$ cat config.mk
export PLATFORM = sky130hd
export DESIGN_NAME = mem_port_arbiter
export DESIGN_NICKNAME = d
export VERILOG_FILES = /design/src/rtl/mips_pkg.sv /design/src/rtl/access_timer.sv /design/src/rtl/mem_port_arbiter.sv
export SDC_FILE = /design/constraint.sdc
export NUM_CORES = 1
export LEC_CHECK = 0
export BUFFER_PORTS_ARGS = -buffer_cell sky130_fd_sc_hd__buf_4
export CAP_MARGIN = 30
export CELL_PAD_IN_SITES_DETAIL_PLACEMENT = 0
export CELL_PAD_IN_SITES_GLOBAL_PLACEMENT = 1
export CORE_ASPECT_RATIO = 1.2
export CORE_UTILIZATION = 33
export DETAILED_ROUTE_END_ITERATION = 8
export GPL_TIMING_DRIVEN = 1
export PLACE_DENSITY = 0.75
export SYNTH_ARGS = -nofsm -noshare
export SYNTH_HDL_FRONTEND = slang
export SYNTH_SLANG_ARGS = --single-unit
export TNS_END_PERCENT = 30
$ cat constraint.sdc
create_clock -name clk -period 5.2 [get_ports clk]
set_clock_uncertainty 0.15 [all_clocks]
set_input_delay 0.78 -clock clk [delete_from_list [all_inputs] [get_ports clk]]
set_output_delay 0.78 -clock clk [all_outputs]
set_load 0.005 [all_outputs]
$ cat src/rtl/mips_pkg.sv
// Shared types and constants for the instruction/data memory port arbiter.
package mips_pkg;

    typedef enum logic [1:0] {
        IDLE     = 2'd0,
        IF_BUSY  = 2'd1,
        MEM_BUSY = 2'd2
    } arb_state_t;

    localparam int unsigned STALL_CNT_W = 16;
    localparam int unsigned TIMER_W     = 4;

endpackage

$ cat src/rtl/access_timer.sv
// Access-length down-counter: load on grant, count down while busy, flag zero.
module access_timer
    import mips_pkg::*;
(
    input  logic               clk,
    input  logic               rst,
    input  logic               load,
    input  logic [TIMER_W-1:0] load_val,
    input  logic               count,
    output logic               zero
);

    logic [TIMER_W-1:0] cnt;

    always_ff @(posedge clk or posedge rst) begin
        if (rst) begin
            cnt <= '0;
        end else if (load) begin
            cnt <= load_val;
        end else if (count && (cnt != '0)) begin
            cnt <= cnt - 1'b1;
        end
    end

    assign zero = (cnt == '0);

endmodule

$ cat src/rtl/mem_port_arbiter.sv
// Single-port RAM arbiter between instruction fetch and data access; MEM wins.
// Optional STALL_CNT_EN adds a saturating pipe_stall cycle counter output.
module mem_port_arbiter
    import mips_pkg::*;
#(
    parameter int unsigned LATENCY = 2,
    parameter int unsigned ADDR_W  = 32,
    parameter int unsigned DATA_W  = 32
) (
    input  logic              clk,
    input  logic              rst,
    input  logic              if_req,
    input  logic [ADDR_W-1:0] if_addr,
    output logic [DATA_W-1:0] if_rdata,
    input  logic              mem_req,
    input  logic              mem_we,
    input  logic [ADDR_W-1:0] mem_addr,
    input  logic [DATA_W-1:0] mem_wdata,
    output logic [DATA_W-1:0] mem_rdata,
    output logic              ram_en,
    output logic              ram_we,
    output logic [ADDR_W-1:0] ram_addr,
    output logic [DATA_W-1:0] ram_wdata,
    input  logic [DATA_W-1:0] ram_rdata,
    output logic              advance,
    output logic              pipe_stall
`ifdef STALL_CNT_EN
    ,
    output logic [STALL_CNT_W-1:0] stall_cnt
`endif
);

    arb_state_t state, state_n;
    logic       if_done, mem_done;
    logic       timer_zero;
    logic       fin_if, fin_mem, arb;
    logic       if_pend, mem_pend;
    logic       grant_if, grant_mem, grant;

    access_timer u_timer (
        .clk      (clk),
        .rst      (rst),
        .load     (grant),
        .load_val (TIMER_W'(LATENCY - 1)),
        .count    (state != IDLE),
        .zero     (timer_zero)
    );

    // Arbitration also runs at the edge that ends an access, so a pending
    // request is chained straight into the next access without an idle gap.
    always_comb begin
        fin_if    = (state == IF_BUSY) && timer_zero;
        fin_mem   = (state == MEM_BUSY) && timer_zero;
        arb       = (state == IDLE) || fin_if || fin_mem;
        mem_pend  = mem_req && !(mem_done || fin_mem);
        if_pend   = if_req && !(if_done || fin_if);
        grant_if  = 1'b0;
        grant_mem = 1'b0;
        state_n   = state;
        if (arb) begin
            if (mem_pend) begin
                grant_mem = 1'b1;
                state_n   = MEM_BUSY;
            end else if (if_pend) begin
                grant_if = 1'b1;
                state_n  = IF_BUSY;
            end else begin
                state_n = IDLE;
            end
        end
        grant = grant_if || grant_mem;
    end

    always_ff @(posedge clk or posedge rst) begin
        if (rst) begin
            state <= IDLE;
        end else begin
            state <= state_n;
        end
    end

    always_ff @(posedge clk or posedge rst) begin
        if (rst) begin
            ram_en    <= 1'b0;
            ram_we    <= 1'b0;
            ram_addr  <= '0;
            ram_wdata <= '0;
        end else if (grant) begin
            ram_en    <= 1'b1;
            ram_we    <= grant_mem && mem_we;
            ram_addr  <= grant_mem ? mem_addr : if_addr;
            ram_wdata <= grant_mem ? mem_wdata : '0;
        end else if (fin_if || fin_mem) begin
            ram_en <= 1'b0;
            ram_we <= 1'b0;
        end
    end

    always_ff @(posedge clk or posedge rst) begin
        if (rst) begin
            if_rdata  <= '0;
            mem_rdata <= '0;
            if_done   <= 1'b0;
            mem_done  <= 1'b0;
        end else begin
            if (fin_if) begin
                if_rdata <= ram_rdata;
            end
            if (fin_mem && !ram_we) begin
                mem_rdata <= ram_rdata;
            end
            if_done  <= (if_done && !advance) || fin_if;
            mem_done <= (mem_done && !advance) || fin_mem;
        end
    end

    assign advance = !rst && (if_req || mem_req)
                   && (if_done || !if_req) && (mem_done || !mem_req);
    assign pipe_stall = !advance;

`ifdef STALL_CNT_EN
    always_ff @(posedge clk or posedge rst) begin
        if (rst) begin
            stall_cnt <= '0;
        end else if (pipe_stall && (stall_cnt != '1)) begin
            stall_cnt <= stall_cnt + 1'b1;
        end
    end
`endif

endmodule

==> results.md <==
- Max-cap violations: 0
- Number of enable flip-flop cells after synthesis: 0
- Final Cycle Share: 0.558
- Die H: 145 um
- Syn Area/Cell: 15.3 um2
- Power, Total: 5.10 mW
- Startpoint Class: flop
- Combinational share of power: 0.377
- DR iter-0 viols: 97
- Ys async rst share: 1.00
- Distinct cells, synth: 32
- FF+latch count, synth: 138
- Gr ovfl total: 0
- Sink Count: 138
- HP Class: flop to flop
- Hold_ws: 338 ps
- Vias/cell: 4.79
- Relative slew slack: 0.461
- Io pins: 265
- Sequential-to-total area share from yosys stat: 0.618
- Synth warnings: 0
- Req. time, crit path: 5340 ps
- Layout cells sized above 1: 0.665
- Final setup vio count: 0
- DR DRC count: 0
- CTS H-Tree Depth: 4
- Fin. Hold Viols: 0
- Rows: 51
- Global placer's final weighted congestion: 0.730
- Fmax: 0.345 GHz
- Status: finished, final reports clean
- Average routed wire per standard cell: 17.0 um
- Die Area: 0.0175 mm2
- Largest net degree at the start of global routing: 71
- N_diodes: 0
- Nets: 769
- Mapped Area: 0.00559 mm2
- Antenna violations before repair: 0
- Global-route wire length before repair: 21.6 mm
- Setup_tns: 0 ps
- Switch Pwr: 1.48 mW
- Detailed-route wire length: 14.6 mm
- Reg2Reg Setup Slack: 2300 ps
- R2r startpoint: u_timer.cnt[0]
- Post-CTS Setup Inserts: 0
- Drt first pass iters: 4
- Vias in the first global route: 4,250
- Worst setup path startpoint: u_timer.cnt[0]
- CORE AREA: 0.0164 mm2
- Critical Path Fanout Max: 66
- Hold Path Stages: 1
- Crit path DAT: 3040 ps
- Die X: 121 um
- Worst skew pair latency: 410 ps
- Yosys top cell area share: 0.618
- Slew Limit Fails: 0
- Cell-internal power: 3.62 mW
- Clock buffer depth: 2
- Clk pin slew, worst setup/hold paths: 60 ps
- Area grow syn2layout: 51.4%
- Most numerous cell in the Yosys netlist: dfrtp_1
- Synth area leaders: dfrtp_1, mux2_2, a22o_1
- DRT antenna net count: 0
- Minimum clock period after layout: 2900 ps
- GRT Overall Usage: 0.164
- RSZ-0062 raised after global routing: no
- PortBufs: 264
- VDD IR max: 0.308 mV
- Via count: 4,112
- Top_reg_cell synth: dfrtp_1
- Synth cell count leaders: dfrtp_1, mux2_2, a22o_1, buf_2, nand2_1
- CP endpoint kind: flop
- Initial Utilization: 0.341
- Critical path endpoint: ram_addr[31]
- Detailed placer's ending HPWL: 10.4 mm
- Hold buffers post-CTS: 0
- Tightest Pin Transition: 809 ps
- Power per cell area: 603 mW/mm2
- Clk root buf: clkbuf_16
- Syn nets: 500
- Worst r2r path cells: 7
- Worst reg2reg path endpoint: ram_addr[31]
- Clk pwr share: 0.253
- Cts bufs inserted: 17
- CTS tree: done
- Path type of the worst setup path: flop to flop
- Leak Pwr: 4.12 nW
- Number of gates resized after CTS: 0
- Switch share: 0.289
- Largest area contributor in the netlist: dfrtp_1
- Gate Count Post-Synth: 365
- Sequential Power Share: 0.370
==> cells in the final DEF, fill, tap and decap left out, drive strengths merged <==
cell type	instances
nor3	4
clkinvlp	2
o2bb2ai	1
xor2	3
bufinv	4
a22o	32
ha	2
o211a	1
nand2b	2
o21ai	3
dfrtp	138
a211oi	2
nor3b	2
mux2	128
and2	2
a21o	1
nor2	3
a22oi	1
a32o	1
o2111ai	1
or3	1
clkbuf	19
nand2	8
clkinv	5
inv	7
or3b	1
buf	272
xnor2	1
==> critical path: stages, from the launching register on <==
cell and delay, ps:
dfrtp_1 390, inv_1 80, ha_1 150, or3b_4 420, a211oi_4 230, buf_4 610, mux2_1 380, mux2_1 280
==> worst min path at each step <==
stage | start | endpoint | slack [ps]
2_1_floorplan | mem_done | mem_done | 300
3_3_place_gp | mem_done | mem_done | 320
3_5_place_dp | mem_done | mem_done | 320
4_1_cts | mem_done | mem_done | 340
5_1_grt | mem_done | mem_done | 350
6_report | mem_done | mem_done | 340
==> state kept, by name (all words and copies together), names as in the netlist <==
name	cells
if_rdata	32
if_done	1
ram_addr	32
u_timer.cnt	4
mem_done	1
state	2
mem_rdata	32
ram_we	1
ram_wdata	32
ram_en	1
==> layout make-up <==
class,count,area [um2]
Inverter,5,22.5
Multi-Input combinational cell,200,2020
Tap cell,212,265
Clock inverter,13,189
Fill cell,1405,7940
Clock buffer,19,443
Sequential cell,138,3450
Timing Repair Buffer,272,2060
==> through the flow <==
step                setup slack (ps)   util  std cells  area [um2]
detailed placement              2280  0.477        827        7830
floorplan                        770      -        365        5590
CTS                             2280  0.516        859        8460
finish                          2300  0.516        859        8460
global placement                2330  0.476        826        7800
global route                    2160  0.516        859        8460
==> power groups by stage <==
stage / Combinational, mW / Clock [mW] / Sequential (mW)
floorplan: 0.921 / 0 / 1.88
global placement: 1.91 / 0 / 1.88
detailed placement: 1.96 / 0 / 1.89
CTS: 1.96 / 1.33 / 1.89
global route: 2.08 / 1.37 / 1.95
finish: 1.92 / 1.29 / 1.89
==> per-layer routing <==
layer / up-vias / wire (um) / GRT usage
li1: 1853 / - / -
met1: 2050 / 5580 / 0.180
met2: 196 / 7270 / 0.277
met3: 13 / 1530 / 0.0781
met4: 0 / 189 / 0.0604
met5: - / 0 / 0
==> kinds of logic (layout without fill, tap and decap cells) <==
| family | Yosys count | count (layout) | share of synthesized area |
|---|---|---|---|
| DFF | 138 | 138 | 0.618 |
| muxes | 128 | 128 | 0.258 |
| AOI/OAI and AO/OA | 43 | 43 | 0.0658 |
| buffers and inverters | 27 | 309 | 0.0246 |
| and+or+nand+nor | 23 | 23 | 0.0231 |
| xor gates and xnor gates | 4 | 4 | 0.00627 |
| adders and majority gates | 2 | 2 | 0.00448 |
No activity file was read; power rests on OpenSTA's default activity.
